===== src/rtl/cam_config_sequencer_if.sv =====
// Register-write command channel between the config sequencer and the SCCB master.
interface cam_config_sequencer_if #(
  parameter int unsigned REG_W  = 8,
  parameter int unsigned DATA_W = 8
) ();

  logic              wr_valid;
  logic [REG_W-1:0]  wr_reg;
  logic [DATA_W-1:0] wr_data;
  logic              wr_ready;
  logic              wr_done;
  logic              wr_nack;

  // Sequencer side: issues commands, observes acceptance and completion.
  modport master (
    output wr_valid,
    output wr_reg,
    output wr_data,
    input  wr_ready,
    input  wr_done,
    input  wr_nack
  );

  // SCCB master side.
  modport slave (
    input  wr_valid,
    input  wr_reg,
    input  wr_data,
    output wr_ready,
    output wr_done,
    output wr_nack
  );

endinterface


===== src/rtl/cam_config_sequencer.sv =====
// Camera register-configuration sequencer: walks a registered config ROM from
// a base entry, decodes end/delay markers and issues each register write to
// the SCCB master with bounded NACK retry.
module cam_config_sequencer #(
  parameter int unsigned ADDR_W       = 8,
  parameter int unsigned REG_W        = 8,
  parameter int unsigned DATA_W       = 8,
  parameter logic [REG_W+DATA_W-1:0] END_MARK   = '1,
  parameter logic [REG_W+DATA_W-1:0] DELAY_MARK = (REG_W+DATA_W)'(16'hFFF0),
  parameter int unsigned DELAY_CYCLES = 1_000_000,
  parameter int unsigned MAX_RETRY    = 3
) (
  input  logic                      clk,
  input  logic                      rst_n,
  input  logic                      start,
  input  logic [ADDR_W-1:0]         base_addr,
  output logic                      rom_en,
  output logic [ADDR_W-1:0]         rom_addr,
  input  logic [REG_W+DATA_W-1:0]   rom_data,
  cam_config_sequencer_if.master    wr_if,
  output logic                      busy,
  output logic                      done,
  output logic                      error,
  output logic [1:0]                err_code
);

  localparam int unsigned DLY_W   = (DELAY_CYCLES < 2) ? 1 : $clog2(DELAY_CYCLES);
  localparam int unsigned RETRY_W = (MAX_RETRY < 1) ? 1 : $clog2(MAX_RETRY + 1);

  typedef enum logic [2:0] {
    S_IDLE,
    S_FETCH,
    S_DECODE,
    S_ISSUE,
    S_WAIT_ACK,
    S_DELAY,
    S_DONE,
    S_ERROR
  } state_t;

  state_t              r_state;
  logic [ADDR_W-1:0]   r_index;
  logic [RETRY_W-1:0]  r_retry;
  logic [DLY_W-1:0]    r_dly;

  logic w_advance;
  logic w_last;

  // Entry finished (clean ack or delay expired): move to the next ROM index.
  assign w_advance = ((r_state == S_WAIT_ACK) && wr_if.wr_done && !wr_if.wr_nack) ||
                     ((r_state == S_DELAY) && (r_dly == DLY_W'(0)));
  assign w_last    = (r_index == {ADDR_W{1'b1}});

  // Sequencer FSM with all outputs registered.
  always_ff @(posedge clk or negedge rst_n) begin
    if (!rst_n) begin
      r_state        <= S_IDLE;
      r_index        <= '0;
      r_retry        <= '0;
      r_dly          <= '0;
      rom_en         <= 1'b0;
      rom_addr       <= '0;
      wr_if.wr_valid <= 1'b0;
      wr_if.wr_reg   <= '0;
      wr_if.wr_data  <= '0;
      busy           <= 1'b0;
      done           <= 1'b0;
      error          <= 1'b0;
      err_code       <= 2'd0;
    end else if (w_advance) begin
      // The table does not wrap: running off the end is an abort.
      if (w_last) begin
        error    <= 1'b1;
        err_code <= 2'd2;
        busy     <= 1'b0;
        r_state  <= S_ERROR;
      end else begin
        r_index  <= r_index + ADDR_W'(1);
        rom_addr <= r_index + ADDR_W'(1);
        rom_en   <= 1'b1;
        r_state  <= S_FETCH;
      end
    end else begin
      case (r_state)
        S_IDLE, S_DONE, S_ERROR: begin
          if (start) begin
            r_index  <= base_addr;
            rom_addr <= base_addr;
            rom_en   <= 1'b1;
            r_retry  <= '0;
            busy     <= 1'b1;
            done     <= 1'b0;
            error    <= 1'b0;
            err_code <= 2'd0;
            r_state  <= S_FETCH;
          end
        end
        S_FETCH: begin
          rom_en  <= 1'b0;
          r_state <= S_DECODE;
        end
        S_DECODE: begin
          if (rom_data == END_MARK) begin
            done    <= 1'b1;
            busy    <= 1'b0;
            r_state <= S_DONE;
          end else if (rom_data == DELAY_MARK) begin
            r_dly   <= DLY_W'(DELAY_CYCLES - 1);
            r_state <= S_DELAY;
          end else begin
            wr_if.wr_reg   <= rom_data[REG_W+DATA_W-1:DATA_W];
            wr_if.wr_data  <= rom_data[DATA_W-1:0];
            wr_if.wr_valid <= 1'b1;
            r_retry        <= '0;
            r_state        <= S_ISSUE;
          end
        end
        S_ISSUE: begin
          if (wr_if.wr_ready) begin
            wr_if.wr_valid <= 1'b0;
            r_state        <= S_WAIT_ACK;
          end
        end
        S_WAIT_ACK: begin
          // Clean acks are handled by the advance path above.
          if (wr_if.wr_done && wr_if.wr_nack) begin
            if (r_retry < RETRY_W'(MAX_RETRY)) begin
              r_retry        <= r_retry + RETRY_W'(1);
              wr_if.wr_valid <= 1'b1;
              r_state        <= S_ISSUE;
            end else begin
              error    <= 1'b1;
              err_code <= 2'd1;
              busy     <= 1'b0;
              r_state  <= S_ERROR;
            end
          end
        end
        S_DELAY: begin
          r_dly <= r_dly - DLY_W'(1);
        end
        default: begin
          r_state <= S_IDLE;
        end
      endcase
    end
  end

endmodule


===== src/flat_wrapper.sv =====
// flat-port wrapper written by rule: the top's interface ports become plain ports
module cam_config_sequencer_flat 
#(
  parameter int unsigned ADDR_W       = 8,
  parameter int unsigned REG_W        = 8,
  parameter int unsigned DATA_W       = 8,
  parameter logic [REG_W+DATA_W-1:0] END_MARK   = '1,
  parameter logic [REG_W+DATA_W-1:0] DELAY_MARK = (REG_W+DATA_W)'(16'hFFF0),
  parameter int unsigned DELAY_CYCLES = 1_000_000,
  parameter int unsigned MAX_RETRY    = 3
)
  (clk, rst_n, start, base_addr, rom_en, rom_addr, rom_data, busy, done, error, err_code, wr_if_wr_valid, wr_if_wr_reg, wr_if_wr_data, wr_if_wr_ready, wr_if_wr_done, wr_if_wr_nack);
  cam_config_sequencer_if #(.REG_W(REG_W), .DATA_W(DATA_W)) wr_if_i ();
  input  logic clk;
  input  logic rst_n;
  input  logic start;
  input  logic [ADDR_W-1:0] base_addr;
  output logic rom_en;
  output logic [ADDR_W-1:0] rom_addr;
  input  logic [REG_W+DATA_W-1:0] rom_data;
  output logic busy;
  output logic done;
  output logic error;
  output logic [1:0] err_code;
  output wire logic [$bits(wr_if_i.wr_valid)-1:0] wr_if_wr_valid;
  output wire logic [$bits(wr_if_i.wr_reg)-1:0] wr_if_wr_reg;
  output wire logic [$bits(wr_if_i.wr_data)-1:0] wr_if_wr_data;
  input wire logic [$bits(wr_if_i.wr_ready)-1:0] wr_if_wr_ready;
  input wire logic [$bits(wr_if_i.wr_done)-1:0] wr_if_wr_done;
  input wire logic [$bits(wr_if_i.wr_nack)-1:0] wr_if_wr_nack;
  assign wr_if_wr_valid = wr_if_i.wr_valid;
  assign wr_if_wr_reg = wr_if_i.wr_reg;
  assign wr_if_wr_data = wr_if_i.wr_data;
  assign wr_if_i.wr_ready = wr_if_wr_ready;
  assign wr_if_i.wr_done = wr_if_wr_done;
  assign wr_if_i.wr_nack = wr_if_wr_nack;
  cam_config_sequencer #(.ADDR_W(ADDR_W), .REG_W(REG_W), .DATA_W(DATA_W), .END_MARK(END_MARK), .DELAY_MARK(DELAY_MARK), .DELAY_CYCLES(DELAY_CYCLES), .MAX_RETRY(MAX_RETRY)) u_core (.clk(clk), .rst_n(rst_n), .start(start), .base_addr(base_addr), .rom_en(rom_en), .rom_addr(rom_addr), .rom_data(rom_data), .wr_if(wr_if_i), .busy(busy), .done(done), .error(error), .err_code(err_code));
endmodule

===== config.mk =====
export PLATFORM = sky130hd
export DESIGN_NAME = cam_config_sequencer_flat
export DESIGN_NICKNAME = d
export VERILOG_FILES = /design/src/rtl/cam_config_sequencer_if.sv /design/src/rtl/cam_config_sequencer.sv /design/src/flat_wrapper.sv
export SDC_FILE = /design/constraint.sdc
export NUM_CORES = 1
export LEC_CHECK = 0
export CAP_MARGIN = 10
export CORE_MARGIN = 1.5
export CORE_UTILIZATION = 47
export CTS_CLUSTER_SIZE = 24
export DETAILED_ROUTE_END_ITERATION = 10
export PLACE_DENSITY = 0.77
export SYNTH_ARGS = -nofsm -noshare
export SYNTH_HDL_FRONTEND = slang
export SYNTH_SLANG_ARGS = --single-unit
export TNS_END_PERCENT = 30

===== constraint.sdc =====
create_clock -name clk -period 2.17 [get_ports clk]
set_clock_uncertainty 0.2 [all_clocks]
set_input_delay 0.3255 -clock clk [delete_from_list [all_inputs] [get_ports clk]]
set_output_delay 0.3255 -clock clk [all_outputs]
set_load 0.05 [all_outputs]

==> qor.csv <==
metric,value,unit
YS warnings,0,
CP startpoint kind,register,
Synth Net Count,350,
CP peak stage delay,450,ps
first-pass GRT wire length,14890,um
vias in the first global route,3282,
Max-slew headroom,0.6318,
fmax,0.4417,GHz
final setup TNS,-923.8,ps
fin nets,482,
worst IR drop on VDD,928.9,uV
initial antenna violation count,0,
vias,3207,
die height,85.75,um
fill count,457,
Worst Path Buf+Inv,1,
Mapped Area,3218,um2
Crit path max-delay family,simple AND/OR/NAND/NOR gates,
"Clk Latency, worst-skew pair",320,ps
WL final,9092,um
DR DRC count,0,
"FFs w/ async S/R, synth",1.000,
RSZ-0062 raised after global routing,yes,
placed inst area,4338,um2
post-DR vias/cell,6.097,
CTS tree,built,
CTS Buf Count,5,
synthesized flop and latch total,56,
Slew @ Worst Pin,550.6,ps
cell chain of the critical path,buf_6 > nor4_4 > nand4b_1 > or4_1 > or4_1 > a21oi_1,
clock root cell,clkbuf_8,
area grow syn2layout,46.35,%
"Top FF cell, synth",dfrtp_1,
"slowest stage cell, crit path",or4_1,
DP Wirelength,6051,um
most flop-heavy register,u_core.r_dly,
final slew viol count,0,
Final Cell Area,4710,um2
max reg flops,20,
Synth Instances,316,
Post-synth EDFFs,0,
outcome,"complete, but fails checks",
Core Region,6495,um2
Total GRT Usage,0.2507,
drt pass-1 iters,5,
Required @ worst endpoint,2220,ps
CP dominant cell by count,or4_1,
Final setup viols,17,
violated checks,negative setup slack,
Worst-path clk slew,110,ps
gr ovfl total,0,
Starting Density,0.4955,
clock sink total,56,
"Avg Cell Area, Syn",10.18,um2
port bufs,60,
crit path kind,reg -> reg,
Wirelength per Cell,17.29,um
pin count of the biggest net entering global routing,36,
sequential fraction of the synthesis area,0.4355,
worst-path fanout max,3,
min-delay worst type,in -> reg,
drt initial violations,233,
Worst EP arrival,2310,ps
Max Cap Viol,0,
# rows,29,
Die Footprint,7352,um2
fraction of layout cells with a size suffix above 1,0.3274,
final worst path period share,1.043,
worst setup margin,-94.10,ps
Tmin final,2264,ps
clk buf depth,2,
htree depth,2,
boundary pin count,61,
Hold WS,101.5,ps
DIE WIDTH,85.75,um
Antenna Cells,0,
Final Hold Vio Count,0,
CP endpoint kind,register,
pwr dens,1349,nW/um2
Unique masters post-synth,62,
antenna-violating nets left,0,
GPL Wtd Cong,0.9018,
Lkg Pwr,2.002,nW
-- per-stage QoR --
| stage | setup slack [ps] | instances | utilization | power [mW] |
|---|---|---|---|---|
| final | -94.10 | 526 | 0.7251 | 6.354 |
| after CTS | -80.43 | 521 | 0.7126 | 6.251 |
| after global placement | -499.3 | 495 | 0.6679 | 5.384 |
| after detailed placement | -580.2 | 495 | 0.6679 | 5.486 |
| after global routing | -193.3 | 526 | 0.7251 | 6.717 |
| after floorplan | -77.85 | 316 | - | 4.117 |
-- final timing paths --
kind / startpoint / to / slack, ps / cells past startpoint
min reg2reg: u_core.wr_if.wr_reg[2] / u_core.wr_if.wr_reg[2] / 320 / 1
min in group asynchronous: rst_n / u_core.r_dly[3] / 310 / 2
max: u_core.r_dly[0] / u_core.r_dly[13] / -90 / 6
max in group asynchronous: rst_n / u_core.wr_if.wr_valid / 890 / 3
min: rom_data[1] / u_core.wr_if.wr_data[1] / 100 / 2
max reg2reg: u_core.r_dly[0] / u_core.r_dly[13] / -90 / 6
-- synthesized netlist by cell type, drive strengths merged (10+ instances only) --
cell type | n | area, um2
nand2 | 16 | 60.06
dfrtp | 56 | 1401
nand3 | 11 | 55.05
o31ai | 10 | 88.83
mux2 | 20 | 225.2
a21oi | 16 | 83.83
inv | 10 | 37.54
nor2 | 22 | 82.58
mux2i | 10 | 100.1
or4 | 13 | 101.4
o21ai | 10 | 50.05
-- logic make-up after synthesis --
group,synth area share
compound gates,0.1820
simple gates,0.2247
flops,0.4355
buf+inv,0.04121
mux,0.1011
fa+ha+maj,0.01555
-- timing repair --
item	4_1_cts	5_1_grt
gates resized for setup	23	15
setup buffers	15	4
hold buffers	1	0
cloned	2	1
hold endpoints to repair	21	0
setup endpoints to repair	36	38
pin swaps	16	4
-- cell usage in the layout (no fill, tap or decap), drive strengths merged, types with 11 or more instances in the layout --
cell,n
nand3,11
mux2,20
nand2,16
inv,11
clkdlybuf4s50,55
dfrtp,56
or4,13
buf,82
nor2,22
a21oi,18
-- layout make-up --
cell class	instances	area [um2]	area share
well taps	77	96.34	0.02046
clock buffers	5	68.82	0.01461
multi-input cells	234	1807	0.3836
flip-flops and latches	56	1405	0.2984
inverters	10	37.54	0.007970
repair buffers	141	1272	0.2702
clock inverters	3	22.52	0.004782
-- report_power, final --
group,total [mW],switching (mW),internal [mW]
Clock,0.614,0.381,0.233
Sequential,1.84,0.360,1.48
Combinational,3.90,2.18,1.72
Total,6.35,2.92,3.43
-- metal layers --
| layer | routed length (um) | global-route usage |
|---|---|---|
| met5 | 0 | 0 |
| met3 | 571 | 0.05486 |
| met1 | 3898 | 0.3211 |
| met4 | 176 | 0.07625 |
| met2 | 4446 | 0.4259 |
(Power assumes the default switching activity.)
==> edit 1: new RTL, same flow settings <==
`DATA_W` is set to 8 in 3 places; all go to 12.
--- a/src/rtl/cam_config_sequencer_if.sv
+++ b/src/rtl/cam_config_sequencer_if.sv
@@ -1,7 +1,7 @@
 // Register-write command channel between the config sequencer and the SCCB master.
 interface cam_config_sequencer_if #(
   parameter int unsigned REG_W  = 8,
-  parameter int unsigned DATA_W = 8
+  parameter int unsigned DATA_W = 12
 ) ();
 
   logic              wr_valid;
--- a/src/rtl/cam_config_sequencer.sv
+++ b/src/rtl/cam_config_sequencer.sv
@@ -4,7 +4,7 @@
 module cam_config_sequencer #(
   parameter int unsigned ADDR_W       = 8,
   parameter int unsigned REG_W        = 8,
-  parameter int unsigned DATA_W       = 8,
+  parameter int unsigned DATA_W       = 12,
   parameter logic [REG_W+DATA_W-1:0] END_MARK   = '1,
   parameter logic [REG_W+DATA_W-1:0] DELAY_MARK = (REG_W+DATA_W)'(16'hFFF0),
   parameter int unsigned DELAY_CYCLES = 1_000_000,
--- a/src/flat_wrapper.sv
+++ b/src/flat_wrapper.sv
@@ -3,7 +3,7 @@
 #(
   parameter int unsigned ADDR_W       = 8,
   parameter int unsigned REG_W        = 8,
-  parameter int unsigned DATA_W       = 8,
+  parameter int unsigned DATA_W       = 12,
   parameter logic [REG_W+DATA_W-1:0] END_MARK   = '1,
   parameter logic [REG_W+DATA_W-1:0] DELAY_MARK = (REG_W+DATA_W)'(16'hFFF0),
   parameter int unsigned DELAY_CYCLES = 1_000_000,
Ports: changed (resized rom_data and wr_if_wr_data); port bits go from 61 to 69. The function was not compared with the original's and may differ.
==> edit 1 against the original RTL <==
- the flow still finishes with violations (negative setup slack)
- power rose by 26%
- synthesized area grew 7.3%
- maximum frequency fell by 6.9%
- largest power group unchanged
- final area increased by 17%
- sequential power rose by 8%
- setup slack worse by 170 ps
- sequential cell count is 4 higher
- cell count is 16% higher
- routed wire length up 29%
- combinational power is 27% higher
- count of clock-buffer cells in the layout increased by 4
==> edit 1: results (changes against the original RTL) <==
sw frac = 0.4576 (-0.001879)
final worst slack = -262.6 ps (-168.5 ps)
maximum VDD drop = 1.003 mV (+8.0%)
Largest regs = u_core.r_dly (20), u_core.wr_if.wr_data (12)
cell at the root of the clock tree = clkbuf_8
Synth Net Count = 375 (+7.1%)
global-route wire length before repair = 17.07 mm (+15%)
Clock Power = 0.00103 W (+68%)
Routed Wire Length = 11.71 mm (+29%)
Place WS = -591.9 ps (-11.63 ps)
Num CTS Buffers = 9 (+4)
Worst R2R Path Depth = 9 (+3)
CP max FO = 4 (+1)
ys async rst share = 1.000 (unchanged)
clk_lat worst skew = 350 ps (+30 ps)
Leak = 2.391 nW (+19%)
Global Route Usage Sum = 0.2815 (+0.03076)
status = complete, but fails checks
cell count after synthesis = 337 (+6.6%)
Seq pwr share = 0.249 (-0.040)
fraction of layout cells with a size suffix above 1 = 0.4121 (+0.08472)
Worst Hold Launch = rom_data[13]
CP max stage delay = 420 ps (-30 ps)
ys flop type = dfrtp_1
Area contributors post-synth = dfrtp_1 43%, mux2_2 7.5%, mux2i_1 3.8%
Post-Place Cells = 578 (+17%)
adder-cell share of the synthesized area = 0.01449 (-0.001065)
RR Endpoint = u_core.r_dly[18]
post-synthesis sequential area ratio = 0.4346 (-0.0008337)
reg-to-reg critical path startpoint = u_core.r_dly[1]
top cell types by occurrence after synthesis = 60 x dfrtp_1, 23 x mux2_2, 20 x nand2_1, 16 x nor2_1, 14 x nand4_1
Resize count post-CTS = 48 (+110%)
Routability Congestion = 0.9144 (+1.4%)
largest net degree at the start of global routing = 61 (+69%)
WS Path Type = flip-flop to flip-flop
failing checks = negative setup slack
vias in the first global route = 3597 (+9.6%)
Initial DRC Count = 232 (-0.43%)
Critical-path top delay cell = dfrtp_1
Inserted Diodes = 0 (unchanged)
crit path launch = u_core.r_dly[1]
Worst Path Arrival = 2460 ps (+150 ps)
hpwl dp = 6.765 mm (+12%)
Worst Hold End = u_core.wr_if.wr_reg[1]
H-tree depth = 3 (+1)
initial antenna violation count = 0 (unchanged)
drt pass-1 iters = 5 (unchanged)
input/output buffers = 68 (+13%)
Reg clk slew, reported paths = 70 ps (-40 ps)
Compound-Gate Fraction of Synth Area = 0.1699 (-0.01209)
vias = 3699 (+15%)
Yosys cell types = 61 (-1.6%)
Post-CTS Setup Bufs = 6 (-9)
Final setup viols = 36 (+19)
multiplexer area fraction after synthesis = 0.1126 (+0.01155)
nets@finish = 545 (+13%)
Slew @ Worst Pin = 547.1 ps (-3.549 ps)
via-per-instance ratio = 6.054 (-0.70%)
-- edit 1: layer usage --
metal,part of all wire,GRT usage,up-vias,wire length [um]
met5,0,0,-,0
met4,0.043,0.1207,0,509
met3,0.050,0.05690,53,580
met2,0.51,0.4890,190,5994
met1,0.40,0.3376,1820,4629
li1,-,-,1636,-
-- edit 1: cell type report --
type / count / area [um2]
clock buffer: 9 / 123.9
sequential: 60 / 1501
tap: 99 / 123.9
timing repair buffer: 172 / 1548
multi-input combinational: 251 / 2092
clock inverter: 7 / 76.32
fill: 449 / 1662
inverter: 13 / 48.80
-- edit 1: per-stage QoR --
stage / total power, W / hold WS (ps) / cell area, um2 / setup TNS, ps
after floorplan: 0.004636 / -170.1 / 3510 / -1222
after global placement: 0.006270 / 155.5 / 4923 / -19820
after detailed placement: 0.006380 / 156.0 / 4923 / -22630
after CTS: 0.007628 / 160.8 / 5309 / -3985
after global routing: 0.008351 / 31.57 / 5514 / -8589
final: 0.007987 / 24.85 / 5514 / -5158
==> edit 2: new RTL, same flow settings <==
Without the edit above. Reset style: synchronous (`rst_n`), changed in one clocked block.
--- a/src/rtl/cam_config_sequencer.sv
+++ b/src/rtl/cam_config_sequencer.sv
@@ -52,7 +52,7 @@
   assign w_last    = (r_index == {ADDR_W{1'b1}});
 
   // Sequencer FSM with all outputs registered.
-  always_ff @(posedge clk or negedge rst_n) begin
+  always_ff @(posedge clk) begin
     if (!rst_n) begin
       r_state        <= S_IDLE;
       r_index        <= '0;
Function: differs if rst_n is asserted again (counterexample within 4 cycles, from zero or initial values and one cycle with rst_n low); with rst_n held inactive, the same outputs for 10 cycles.
==> edit 2 against the original RTL <==
- final area up 0.64%
- largest cell class unchanged
- power decreased by 26%
- the flow still finishes with violations (negative setup slack)
- critical path type unchanged
- worst hold slack better by 47 ps
- combinational power decreased by 35%
- synthesized area down 7.8%
- sequential cell count unchanged
- setup slack lost 220 ps
- routed wire length rose by 14%
- non-clock buffer count rose by 12
==> edit 2: results (changes against the original RTL) <==
failing checks = negative setup slack
Avg WL per Cell = 17.97 um (+4.0%)
Final setup viols = 33 (+16)
Routability Congestion = 0.8979 (-0.43%)
post-synthesis sequential area ratio = 0.3777 (-0.05772)
Compound-Gate Fraction of Synth Area = 0.1695 (-0.01248)
metal1 wirelength = 4.094 mm (+5.0%)
Pint = 0.002746 W (-20%)
Buffers excl. clock = 153 (+8.5%)
final worst slack = -309.6 ps (-215.5 ps)
Data buffer area share = 0.2938 (+0.02363)
CP max stage delay = 530 ps (+80 ps)
xor-xnor portion of the synthesized cell area = 0.04427 (+0.04427)
Routed Wire Length = 10.39 mm (+14%)
multiplexer area fraction after synthesis = 0.07504 (-0.02605)
Area contributors post-synth = dfxtp_1 38%, mux2i_1 6.7%, nor2_1 6.3%
Global Route Usage Sum = 0.3030 (+0.05224)
nets@finish = 537 (+11%)
reg-to-reg critical path startpoint = u_core.r_dly[3]
multi-input combinational area share = 0.4137 (+0.03004)
syn_area_per_cell = 8.176 um2 (-20%)
worst setup path endpoint = u_core.r_state[2]
adder-cell share of the synthesized area = 0.01686 (+0.001311)
hpwl dp = 6.200 mm (+2.5%)
Worst Hold Launch = rom_data[3]
Slew @ Worst Pin = 537.4 ps (-13.24 ps)
fraction of area in registers = 0.2384 (-0.05997)
met2 routed WL = 5.190 mm (+17%)
maximum VDD drop = 0.6367 mV (-31%)
top cell types by occurrence after synthesis = 56 x dfxtp_1, 50 x nor2_1, 29 x nand2_1, 23 x a21oi_1
Place WS = -683.6 ps (-103.4 ps)
multi-input combinational gate total = 278 (+19%)
clk_lat worst skew = 330 ps
# fillers = 396 (-13%)
P_comb = 0.00252 W (-35%)
Worst Hold End = u_core.wr_if.wr_data[3]
vias in the first global route = 3367 (+2.6%)
Worst Path Arrival = 2520 ps (+210 ps)
CP max FO = 5 (+2)
via-per-instance ratio = 5.957 (-2.3%)
Post-CTS Setup Bufs = 10 (-5)
routed length on met3 = 671 um (+18%)
Synth Net Count = 397 (+13%)
ClkCell Share = 0.02719 (+0.007797)
status = complete, but fails checks
ys async rst share = 0 (-1.000)
largest net degree at the start of global routing = 22 (-39%)
-- edit 2: changes by cell type after synthesis, sizes merged, moves of 11 or more --
cell	change
nor2	+28
xnor2	+15
nand2	+13
dfxtp	+56
o21ai	+11
mux2	-18
dfrtp	-56
-- edit 2: per-stage QoR --
stage	setup TNS, ps	cell area [um2]	hold WS, ps	power (W)
5_1_grt	-7399	4740	176.1	0.004874
6_report	-5695	4740	148.5	0.004692
2_1_floorplan	-4456	2994	238.5	0.002678
3_5_place_dp	-21370	4222	254.8	0.003530
3_3_place_gp	-17870	4222	247.1	0.003483
4_1_cts	-3915	4618	164.1	0.004477
-- edit 2: layer usage --
| metal | up-vias | track usage |
|---|---|---|
| met1 | 1628 | 0.3443 |
| met3 | 46 | 0.05934 |
| met2 | 186 | 0.5390 |
| met4 | 0 | 0.1441 |
| met5 | - | 0 |
| li1 | 1583 | - |
